### config.mk
export PLATFORM = sky130hd
export DESIGN_NAME = fifo_1r1w_flow
export DESIGN_NICKNAME = d
export VERILOG_FILES = /design/src/rtl/fifo_1r1w_flow.sv
export SDC_FILE = /design/constraint.sdc
export NUM_CORES = 1
export LEC_CHECK = 0
export CAP_MARGIN = 20
export CORE_MARGIN = 2
export CORE_UTILIZATION = 50
export DETAILED_ROUTE_END_ITERATION = 7
export PLACE_DENSITY = 0.66
export SYNTH_ARGS = -nofsm -noshare
export SYNTH_HDL_FRONTEND = slang
export SYNTH_SLANG_ARGS = --single-unit
### constraint.sdc
create_clock -name clk_i -period 12.4 [get_ports clk_i]
set_input_delay 1.24 -clock clk_i [delete_from_list [all_inputs] [get_ports clk_i]]
set_output_delay 1.24 -clock clk_i [all_outputs]
set_load 0.01 [all_outputs]
### src/rtl/fifo_1r1w_flow.sv
// fifo_1r1w_flow
// Single-clock, one-read/one-write FIFO with valid/ready flow control on both
// sides, a synchronous flush, occupancy output and almost-full/almost-empty flags.
// Storage is a RAM with synchronous read. The output word is registered, and a
// bypass carries a write into an empty FIFO straight to data_o on the next cycle.
//
// Optional feature: define FIFO_1R1W_FLOW_OVF_EN to add the sticky overflow_o flag.
//
// Parameters:
//   width_p        data word width
//   depth_log2_p   log2 of storage depth
//   almost_full_p  almost_full_o asserts when count_o >= this value
//   almost_empty_p almost_empty_o asserts when count_o <= this value
// Ports:
//   clk_i          clock, rising edge
//   reset_i        synchronous active-high reset (pointers, count, overflow)
//   flush_i        synchronous discard of all stored entries
//   data_i/valid_i/ready_o   write side
//   data_o/valid_o/ready_i   read side
//   count_o        current occupancy 0..depth
//   almost_full_o, almost_empty_o   occupancy threshold flags
//   overflow_o     sticky write-while-full flag (FIFO_1R1W_FLOW_OVF_EN only)
module fifo_1r1w_flow #(
    parameter int width_p        = 8,
    parameter int depth_log2_p   = 4,
    parameter int almost_full_p  = 12,
    parameter int almost_empty_p = 2
) (
    input  logic                    clk_i,
    input  logic                    reset_i,
    input  logic                    flush_i,
    input  logic [width_p-1:0]      data_i,
    input  logic                    valid_i,
    output logic                    ready_o,
    output logic                    valid_o,
    output logic [width_p-1:0]      data_o,
    input  logic                    ready_i,
    output logic [depth_log2_p:0]   count_o,
    output logic                    almost_full_o,
    output logic                    almost_empty_o
`ifdef FIFO_1R1W_FLOW_OVF_EN
    ,
    output logic                    overflow_o
`endif
);

    localparam int PW = depth_log2_p + 1;
    localparam int DEPTH = 1 << depth_log2_p;
    localparam logic [PW-1:0] DEPTH_C = PW'(DEPTH);
    localparam logic [PW-1:0] AF_C    = PW'(almost_full_p);
    localparam logic [PW-1:0] AE_C    = PW'(almost_empty_p);

    logic [width_p-1:0] mem_q [DEPTH];

    // Pointers carry one extra MSB so full (MSBs differ) and empty (equal) are distinct.
    logic [PW-1:0]      wr_ptr_q, wr_ptr_d;
    logic [PW-1:0]      rd_ptr_q, rd_ptr_d;
    logic [PW-1:0]      remain;
    logic [width_p-1:0] dout_q, dout_d;
    logic               do_write, do_read;

    // Occupancy and handshake outputs come from registered pointers only.
    assign count_o        = wr_ptr_q - rd_ptr_q;
    assign ready_o        = (count_o != DEPTH_C);
    assign valid_o        = (count_o != '0);
    assign almost_full_o  = (count_o >= AF_C);
    assign almost_empty_o = (count_o <= AE_C);
    assign data_o         = dout_q;

    // Flush cancels both transfers in its cycle.
    assign do_write = valid_i & ready_o & ~flush_i;
    assign do_read  = valid_o & ready_i & ~flush_i;

    // Entries that stay stored after this cycle's read, excluding this cycle's write.
    assign remain = count_o - PW'(do_read);

    always_comb begin
        wr_ptr_d = wr_ptr_q;
        rd_ptr_d = rd_ptr_q;
        dout_d   = dout_q;
        if (flush_i) begin
            rd_ptr_d = wr_ptr_q;
        end else begin
            if (do_write) begin
                wr_ptr_d = wr_ptr_q + 1'b1;
            end
            if (do_read) begin
                rd_ptr_d = rd_ptr_q + 1'b1;
            end
        end
        // Registered read of the next head entry. If nothing older survives,
        // the head is the word being written now, which has not reached the RAM yet.
        if (remain == '0) begin
            if (do_write) begin
                dout_d = data_i;
            end
        end else begin
            dout_d = mem_q[rd_ptr_d[depth_log2_p-1:0]];
        end
    end

    always_ff @(posedge clk_i) begin
        if (reset_i) begin
            wr_ptr_q <= '0;
            rd_ptr_q <= '0;
        end else begin
            wr_ptr_q <= wr_ptr_d;
            rd_ptr_q <= rd_ptr_d;
        end
    end

    // Data path: storage and output register are not reset.
    always_ff @(posedge clk_i) begin
        if (do_write && !reset_i) begin
            mem_q[wr_ptr_q[depth_log2_p-1:0]] <= data_i;
        end
        dout_q <= dout_d;
    end

`ifdef FIFO_1R1W_FLOW_OVF_EN
    logic overflow_q;

    // Any write attempt while full sets the flag; only reset clears it.
    always_ff @(posedge clk_i) begin
        if (reset_i) begin
            overflow_q <= 1'b0;
        end else if (valid_i && !ready_o) begin
            overflow_q <= 1'b1;
        end
    end

    assign overflow_o = overflow_q;
`endif

endmodule

Yosys cells after proc, flatten, opt, wreduce, memory -nomap -nowiden. Memory sizes are Yosys's and may differ from the RTL's. Index checks and enable logic that the tools add are counted.

Bits of input ports: 13. Bits in writable memories: 128. Register bits after elaboration: 18. Memories: 1.

Mux-type cells: 6. Order comparisons: 2. Add/subtract/negate cells: 4. Bitwise gates (word level): 5. Equal/unequal tests: 2. Reductions and logical operators: 6.

Memories: mem_q (words 16, width 8, rd ports 1, clocked after Yosys merged registers in 0, write ports 1, RTL line 53) `logic [width_p-1:0] mem_q [DEPTH];`.

Operators with widths (number): $mux W8 (2); $add A5 B1 Y5 const B (2); $mux W5 (2); $ge A5 B4 Y1 const B (1); $le A5 B2 Y1 const B (1); $logic_not A5 Y1 (1); $ne A5 B5 Y1 const B (1); $reduce_bool A5 Y1 (1); $sub A5 B1 Y5 (1); $sub A5 B5 Y5 (1); $and A1 B1 Y1 (4); $mux W1 (2); $ne A2 B2 Y1 const B (1); $reduce_and A2 Y1 (1); $reduce_bool A2 Y1 (1); $logic_and A1 B1 Y1 (1); $logic_not A1 Y1 (1); $not A1 Y1 (1).

Depth between registers and ports, before layout. Gate-level depths: netlist of the first run. An unclocked memory read counts as a cell.

Word-level depth: 8. Depth in mapped cells: 20. Gate-level depth less buffers: 17.

Worst setup path before layout of the first run. No wires, ideal clock.

Kind: flip-flop to flip-flop. Start point: register wr_ptr_q[0]. End point: register dout_q[6] (netlist: data_o[6]), data pin. Data required time: 12.135 ns. Buffers on the path: 3. Clock period less this slack: 4.504 ns. Stages on the path, launching flop included: 21. Arrival time: 4.239 ns. Library setup time: 0.265 ns. Setup slack: 7.896 ns. Cells stage by stage: dfxtp_1 > clkbuf_1 > clkbuf_1 > inv_1 > ha_1 > fa_1 > nand2b_1 > a21oi_1 > xor2_2 > inv_2 > o31ai_1 > nor2_1 > ha_1 > xor2_1 > nand3_1 > nor2_1 > clkbuf_1 > nand3b_1 > a31oi_1 > nand4b_1 > nand3_1.

Word-level cells in the longest chain between the ends: 8. Elaborated cells between the ends (all ways): 10. Those cells by class: 2 x add/sub; 3 x mux; 2 x bitwise; 2 x reduce/logical; 1 x memory.

RTL lines: start: declaration (RTL line 56) `logic [PW-1:0] wr_ptr_q, wr_ptr_d;`; start signal: assignment (RTL line 107) `wr_ptr_q <= wr_ptr_d;`; $sub A5 B5 Y5 * (RTL line 63) `assign count_o = wr_ptr_q - rd_ptr_q;`; named net count_o[4] (RTL line 38) `output logic [depth_log2_p:0] count_o,`; $reduce_bool A5 Y1 (RTL line 65) `assign valid_o = (count_o != '0);`; $and A1 B1 Y1 (2 in series) (RTL line 72) `assign do_read = valid_o & ready_i & ~flush_i;`; $mux W5 (RTL line 87) `if (do_read) begin`; $mux W5 (RTL line 81) `if (flush_i) begin`; $mem_v2 Z16 W8; $mux W8 * (RTL line 93) `if (remain == '0) begin`; named net dout_d[6] (RTL line 59) `logic [width_p-1:0] dout_q, dout_d;`; end signal: assignment (RTL line 117) `dout_q <= dout_d;`; end: declaration (RTL line 59).

Mark *: on every way through the listed nets, which the timed path passes. The rest lies on a longest branch. The select of a mux whose other input is x is not followed. A chain may end at the register's enable or synchronous reset.

Worst setup path after layout of the first run.
Start point: register rd_ptr_q[0]. End point: register dout_q[6] (netlist: data_o[6]), data pin.

Word-level cells in the longest chain between the ends: 8. Elaborated cells between the ends (all ways): 11. Those cells by class: 3 x add/sub; 3 x mux; 2 x bitwise; 2 x reduce/logical; 1 x memory.

RTL lines: start: declaration (RTL line 57) `logic [PW-1:0] rd_ptr_q, rd_ptr_d;`; start signal: assignment (RTL line 108) `rd_ptr_q <= rd_ptr_d;`; $sub A5 B5 Y5 (RTL line 63); $reduce_bool A5 Y1 (RTL line 65); $and A1 B1 Y1 (2 in series) (RTL line 72); $mux W5 (RTL line 87); $mux W5 (RTL line 81); $mem_v2 Z16 W8; $mux W8 * (RTL line 93); named net dout_d[6] (RTL line 59).

Marked as above.

==> results of run 1 <==
==> final cells by class <==
cell class | count | share of cell area (%)
Clock buffer | 17 | 5.19
Timing Repair Buffer | 40 | 4.66
Multi-Input combinational cell | 363 | 32.4
Tap cell | 180 | 2.75
Clock inverter | 15 | 1.98
Inverter | 17 | 0.779
Sequential cell | 146 | 52.3
==> state kept, by name, indices dropped and copies added (netlist names) <==
| register | count |
|---|---|
| data_o | 8 |
| mem_q | 128 |
| rd_ptr_q | 5 |
| wr_ptr_q | 5 |
==> power by group through the flow <==
stage	sequential (uW)	combinational (uW)	clock (uW)
5_1_grt	582	456	533
4_1_cts	581	418	511
6_report	582	420	504
3_3_place_gp	591	404	0
3_5_place_dp	591	416	0
2_1_floorplan	592	280	0
==> how the worst max path moves through the flow <==
| stage | start | to | slack (ns) | cells past startpoint |
|---|---|---|---|---|
| 6_report | rd_ptr_q[0] | data_o[6] | 7.37 | 17 |
| 4_1_cts | rd_ptr_q[0] | data_o[6] | 7.41 | 17 |
| 3_3_place_gp | rd_ptr_q[0] | data_o[6] | 7.56 | 17 |
| 2_1_floorplan | wr_ptr_q[0] | data_o[6] | 7.90 | 20 |
| 5_1_grt | rd_ptr_q[0] | data_o[6] | 6.96 | 17 |
| 3_5_place_dp | rd_ptr_q[0] | data_o[5] | 7.49 | 17 |
==> cells by family (layout without fill, tap and decap cells) <==
group                    count (synthesis)  after routing  synth area share (%)
adder cells (fa/ha/maj)                 11             11                  2.02
XOR/XNOR                                10             10                  1.43
AND/OR/NAND/NOR                        136            136                  8.76
buffers and inverters                   54             89                  3.59
multiplexers                            79             79                  11.7
flip-flops                             146            146                  59.7
AO/OA/AOI/OAI                          127            127                  12.8
==> synth_stat cells (all sizes together) (2+ instances only) <==
cell     count
a221o       14
or2          2
xnor2        3
a31oi       11
edfxtp     136
mux2i       43
a222oi      11
nor2b        2
clkbuf      23
ha          10
o21ai       28
nor2        30
nor3         6
nand3       15
mux2        36
o2111ai      7
nand2b       7
inv         16
o211ai      16
o311ai       2
buf         14
nand2       57
a21oi       21
dfxtp       10
xor2         7
a221oi       9
nand4       10
==> cell usage in the layout, fill, tap and decap left out, types with 14 or more instances in the layout <==
cell,n
o211ai_1,15
nand2_1,57
clkdlybuf4s50_1,29
clkbuf_16,17
inv_1,15
a21oi_1,21
a221o_1,14
nor2_1,30
o21ai_0,25
edfxtp_1,136
mux2i_1,43
mux2_2,36
nand3_1,14
==> through the flow <==
stage	power (uW)	utilization (%)	worst slack [ns]	hold WS (ns)
global placement	996	54.3	7.56	0.526
detailed placement	1010	54.6	7.49	0.545
finish	1510	58.8	7.37	0.554
floorplan	873	-	7.90	0.483
global route	1570	58.8	6.96	0.586
CTS	1510	58.8	7.41	0.555
==> routing by layer <==
layer  vias up  track usage [%]  wire length, um
met3        34             5.40             1150
met5         -                0                0
li1       2241                -                -
met4         0             9.94              501
met1      2428             33.8             7950
met2       185             39.0             8300
==> worst register-to-register path, stage by stage (launching register included) <==
cell	delay, ns
dfxtp_1	0.30
buf_4	0.28
ha_1	0.29
fa_1	0.40
nand2b_1	0.16
a21oi_1	0.26
xor2_2	0.30
inv_2	0.14
o31ai_1	0.52
nor2_1	0.08
ha_1	0.21
xor2_1	0.15
nand3_1	0.09
nor2_1	0.77
nand3b_1	0.48
a31oi_1	0.12
nand4b_1	0.13
nand3_1	0.09
==> metrics, run 1 <==
status complete, no violations; Setup crit end kind flop; leak pwr ~0.0027 uW; largest buffer count on any clock path 2; Crit-path slowest cell nor2_1; Sink Count 146; Reg-to-Reg Start rd_ptr_q[0]; IO Pins 30; Yosys top cell by area edfxtp_1; Pre-Repair DR Iteration Count 5; Cell Area, Synth 0.00717 mm^2; CP max stage delay 0.77 ns; drt total wl around 18000 um; worst slew margin relative to its limit 31.8%; top post-synthesis cells by area edfxtp_1, mux2i_1, mux2_2; die area 0.0153 mm^2; endpoints failing hold 0; DP Cell Count 745; Hold WC Path Type flop to flop; clk_lat worst skew 0.43 ns; postcts setup bufs 0; global-route wire length before repair 27200 um; clock skew ~0.011 ns; via count just under 5000; register area approximately 0.0043 mm^2; total gr overflow 0; RSZ-0062 raised after global routing false; Nets just over 600; max frequency a little under 200 MHz; CTS tree built; GRT Total Usage 24.8%; number of port buffers 29; Crit path max-delay family simple AND/OR/NAND/NOR gates; Reg clk slew, reported paths 0.07 ns; worst path arrival time between 5 and 6 ns; share of the synthesized area in the top cell type between 50 and 60%; Cell variety after synth 56; area grow syn2layout 14.3%; switching power 475 uW; FF+latch count, synth between 100 and 150; hold_buf cts 0; area of the core 0.0139 mm^2; non-filler cells, final 778; Warnings, synthesis 0; vias in the first global route 4660; PD cells 184 mW/mm^2; post-DP HPWL 11600 um; Clock power frac 33.5%; register share of total power about two fifths; max-slew violations 0; synthesized instance count 563; critical path class flop to flop; worst-margin pin slew slightly above 1 ns; WHS Endpoint wr_ptr_q[4]; r2r setup slk around 7.4 ns; crit path max fanout 33; Post-synth ARST share 0%; final setup vio count 0; share of layout cells above drive strength 1 15.2%; min-delay src wr_ptr_q[4]; Iter 0 DRT Violations about 570; vias per cell 6.28; DRC viols 0; gpl congestion 0.830; area of the multi-input gates about 0.0027 mm^2; crit share post-route just over 40%; maximum vdd ir drop approximately 0.13 mV; cell internal pwr 1030 uW; R2R depth 17; WP buf/inv 2; Reg-to-Reg End data_o[6]; Main synth FF type edfxtp_1; initial core utilization around half; sequential share of the synthesized area 59.7%; pin count of the biggest net entering global routing between 40 and 50; syn_nets 587; post-route cell area slightly above 0.008 mm^2; ANT cells 0; setup TNS 0 ns; Crit path required time 12.56 ns; number of synthesized flops with an enable pin 136; Syn Area/Cell 12.7 um^2; Logic pwr share 27.9%; worst-path cell chain buf_4 > ha_1 > fa_1 > nand2b_1 > a21oi_1 > xor2_2 > inv_2 > o31ai_1 > nor2_1 > ha_1 > xor2_1 > nand3_1 > nor2_1 > nand3b_1 > a31oi_1 > nand4b_1 > nand3_1; Core Rows 43; die span in y 124 um; H-tree Lvls 4; CTS Root Cell clkbuf_16; switching share of power a little under a third; CP Launch Type flop; ANT nets after route 0; WHS Path Cells 2; Die Wd roughly 120 um; max-cap violations 0; routed len/inst roughly 23 um; fill count 1083; Post-CTS Resized 0; Post-DP Area 0.00760 mm^2; total CTS buffers 17; min Tclk post-route 5.03 ns; initial antenna violation count 0
No activity file was read; power rests on OpenSTA's default activity.
==> run 2, diff against run 1 <==
--- a/config.mk
+++ b/config.mk
@@ -9,7 +9,7 @@
 export CORE_MARGIN = 2
 export CORE_UTILIZATION = 50
 export DETAILED_ROUTE_END_ITERATION = 7
-export PLACE_DENSITY = 0.66
+export PLACE_DENSITY = 0.68
 export SYNTH_ARGS = -nofsm -noshare
 export SYNTH_HDL_FRONTEND = slang
 export SYNTH_SLANG_ARGS = --single-unit
==> constraint.sdc (replaced) <==
create_clock -name clk_i -period 4.4 [get_ports clk_i]
set_input_delay 0.44 -clock clk_i [delete_from_list [all_inputs] [get_ports clk_i]]
set_output_delay 0.44 -clock clk_i [all_outputs]
set_load 0.01 [all_outputs]
==> run 2 against run 1 <==
Setup slack worse by 7.1 ns; core utilization up 0.60 points; critical path depth decreased by 7; combinational power increased to 2.9 times the previous value; first-iteration DRC count grew 25%; sequential power increased to 2.8 times the previous value; clock power increased to 2.8 times the previous value; hold slack worse by 0.027 ns; critical path type unchanged; critical endpoint is now data_o[7]; highest routed layer unchanged.
==> metrics, run 2 (synthesis results as in run 1) <==
status complete, no violations (unchanged); worst slack, placed 0.272 ns (was 7.49 ns); min Tclk post-route 4.09 ns (was 5.03 ns); GRT Total Usage 25.4% (was 24.8%); total power 4300 uW (was 1510 uW); ANT cells 0 (unchanged); WHS Endpoint wr_ptr_q[4] (unchanged); Crit-path slowest cell a222oi_1 (was nor2_1); postcts setup bufs 0 (unchanged); fill count 1079 (was 1083); worst slew margin relative to its limit 29.9% (was 31.8%); Reg clk slew, reported paths 0.06 ns (was 0.07 ns); Nets 619 (was 609); worst-path cell chain inv_1 > fa_1 > xor2_1 > nand3_1 > a222oi_1 > nand3_4 > a21oi_1 > o21ai_0 > a31oi_1 > o2111ai_1 (was buf_4 > ha_1 > fa_1 > nand2b_1 > a21oi_1 > xor2_2 > inv_2 > o31ai_1 > nor2_1 > ha_1 > xor2_1 > nand3_1 > nor2_1 > nand3b_1 > a31oi_1 > nand4b_1 > nand3_1); H-tree Lvls 4 (unchanged); pin count of the biggest net entering global routing 40 (was 47); ANT nets after route 0 (unchanged); Reg-to-Reg End data_o[7] (was data_o[6]); die area 0.0153 mm^2 (unchanged); gpl congestion 0.899 (was 0.830); total gr overflow 0 (unchanged); initial core utilization 51.5% (unchanged); CTS Root Cell clkbuf_16 (unchanged); area of the multi-input gates 0.00265 mm^2 (about the same); worst-margin pin slew 1.05 ns (was 1.02 ns); largest buffer count on any clock path 2 (unchanged); Hold WC Path Type flop to flop (unchanged); Hold Slack 0.527 ns (was 0.554 ns); CP Launch Type flop (unchanged); Setup crit end kind flop (unchanged); Crit path max-delay family compound AO/OA/AOI/OAI gates (was simple AND/OR/NAND/NOR gates); WP buf/inv 1 (was 2); via count 4952 (was 4888); final setup vio count 0 (unchanged); number of port buffers 29 (unchanged); initial antenna violation count 0 (unchanged); most frequent cells in the layout edfxtp_1, nand2_1, mux2i_1 (unchanged); IO Pins 30 (unchanged); Core Rows 43 (unchanged); routed len/inst 23.1 um (was 23.0 um); Pre-Repair DR Iteration Count 6 (was 5); setup TNS 0 ns (unchanged); CP max stage delay 0.52 ns (was 0.77 ns); worst setup margin 0.309 ns (was 7.37 ns); Reg-to-Reg Start wr_ptr_q[1] (was rd_ptr_q[0]); share of layout cells above drive strength 1 16.1% (was 15.2%); max-slew violations 0 (unchanged); register area 0.00428 mm^2 (unchanged); clk_lat worst skew 0.42 ns (was 0.43 ns); area of the core 0.0139 mm^2 (unchanged); max-cap violations 0 (unchanged); global-route wire length before repair 28000 um (was 27200 um); vias in the first global route 4950 (was 4660); Iter 0 DRT Violations 709 (was 569); die span in y 124 um (unchanged); total CTS buffers 17 (unchanged); endpoints failing hold 0 (unchanged); maximum vdd ir drop 0.324 mV (was 0.125 mV); crit path max fanout 39 (was 33); leak pwr 0.00274 uW (was 0.00270 uW); drt total wl 18200 um (was 17900 um); area grow syn2layout 15.4% (was 14.3%); Die Wd 124 um (unchanged); Sink Count 146 (unchanged); vias per cell 6.28 (about the same); Crit path required time 4.53 ns (was 12.56 ns); r2r setup slk 0.31 ns (was 7.37 ns); max frequency 244 MHz (was 199 MHz); WHS Path Cells 2 (unchanged); Largest register FFs 128 (unchanged); R2R depth 10 (was 17); CTS tree built (unchanged); PD cells 519 mW/mm^2 (was 184 mW/mm^2); critical path class flop to flop (unchanged); RSZ-0062 raised after global routing false (unchanged); clock skew 0.00978 ns (was 0.0107 ns); DRC viols 0 (unchanged); worst path arrival time 4.22 ns (was 5.19 ns); min-delay src wr_ptr_q[4] (unchanged); crit share post-route 93.0% (was 40.6%); post-DP HPWL 11800 um (was 11600 um); most common cell after layout, fill and taps aside edfxtp_1 (unchanged)
## run 2: changes by cell type in the layout (fill, tap and decap cells not counted), moves of 2 or more
cell	before	now
inv_6	7	5
inv_8	2	0
clkbuf_1	0	2
buf_4	8	18
## run 2: per-stage QoR
stage                     instance area [um^2]  std cells  util [%]
final                                     8280        788      59.4
after global routing                      8280        788      59.4
after CTS                                 8280        788      59.4
after detailed placement                  7700        756      55.2
after global placement                    7670        754      55.0
after floorplan                           7170        563         -
## run 2: worst max path at each step
| stage | cells after the start | from | slack (ns) | to |
|---|---|---|---|---|
| finish | 10 | wr_ptr_q[1] | 0.31 | data_o[7] |
| global route | 10 | wr_ptr_q[1] | 0.003 | data_o[7] |
| CTS | 16 | wr_ptr_q[1] | 0.27 | data_o[5] |
| detailed placement | 16 | wr_ptr_q[1] | 0.27 | data_o[3] |
| global placement | 12 | wr_ptr_q[1] | 0.42 | data_o[4] |
| floorplan | 20 | wr_ptr_q[0] | 0.03 | data_o[6] |
## run 2: tightest hold or removal path: cells and delay by family (launching register included)
kind	cells	cell delay (ns)
DFF	1	0.34
AOI/OAI and AO/OA	2	0.14
## run 2: routing by layer
layer	vias up	GRT usage, %	routed length, um
met5	-	0	0
met4	0	11.3	614
met3	39	6.68	1350
met2	212	37.7	8270
met1	2438	35.1	7950
li1	2263	-	-
## run 2: area by class of cell
type                            count  share of cell area (%)
Sequential cell                   146                    51.7
Tap cell                          180                    2.72
Inverter                           17                   0.771
Timing Repair Buffer               50                    5.74
Multi-Input combinational cell    363                    32.0
Clock buffer                       19                    5.23
Clock inverter                     13                    1.78
## run 2: where the power goes
group	switching [uW]	internal [uW]
registers	37.6	1600
logic	705	521
clock network	588	843
## run 2: what timing repair did
action                                  CTS  global route
hold buffers                              0             0
resized for setup                         0             1
endpoints found under the setup margin    0             6
==> run 3, diff against run 2 <==
--- a/config.mk
+++ b/config.mk
@@ -9,6 +9,7 @@
 export CORE_MARGIN = 2
 export CORE_UTILIZATION = 50
 export DETAILED_ROUTE_END_ITERATION = 7
+export GPL_TIMING_DRIVEN = 1
 export PLACE_DENSITY = 0.68
 export SYNTH_ARGS = -nofsm -noshare
 export SYNTH_HDL_FRONTEND = slang
==> results of run 3 <==
The final DEF is identical to that of run 2; final timing and power are the same.
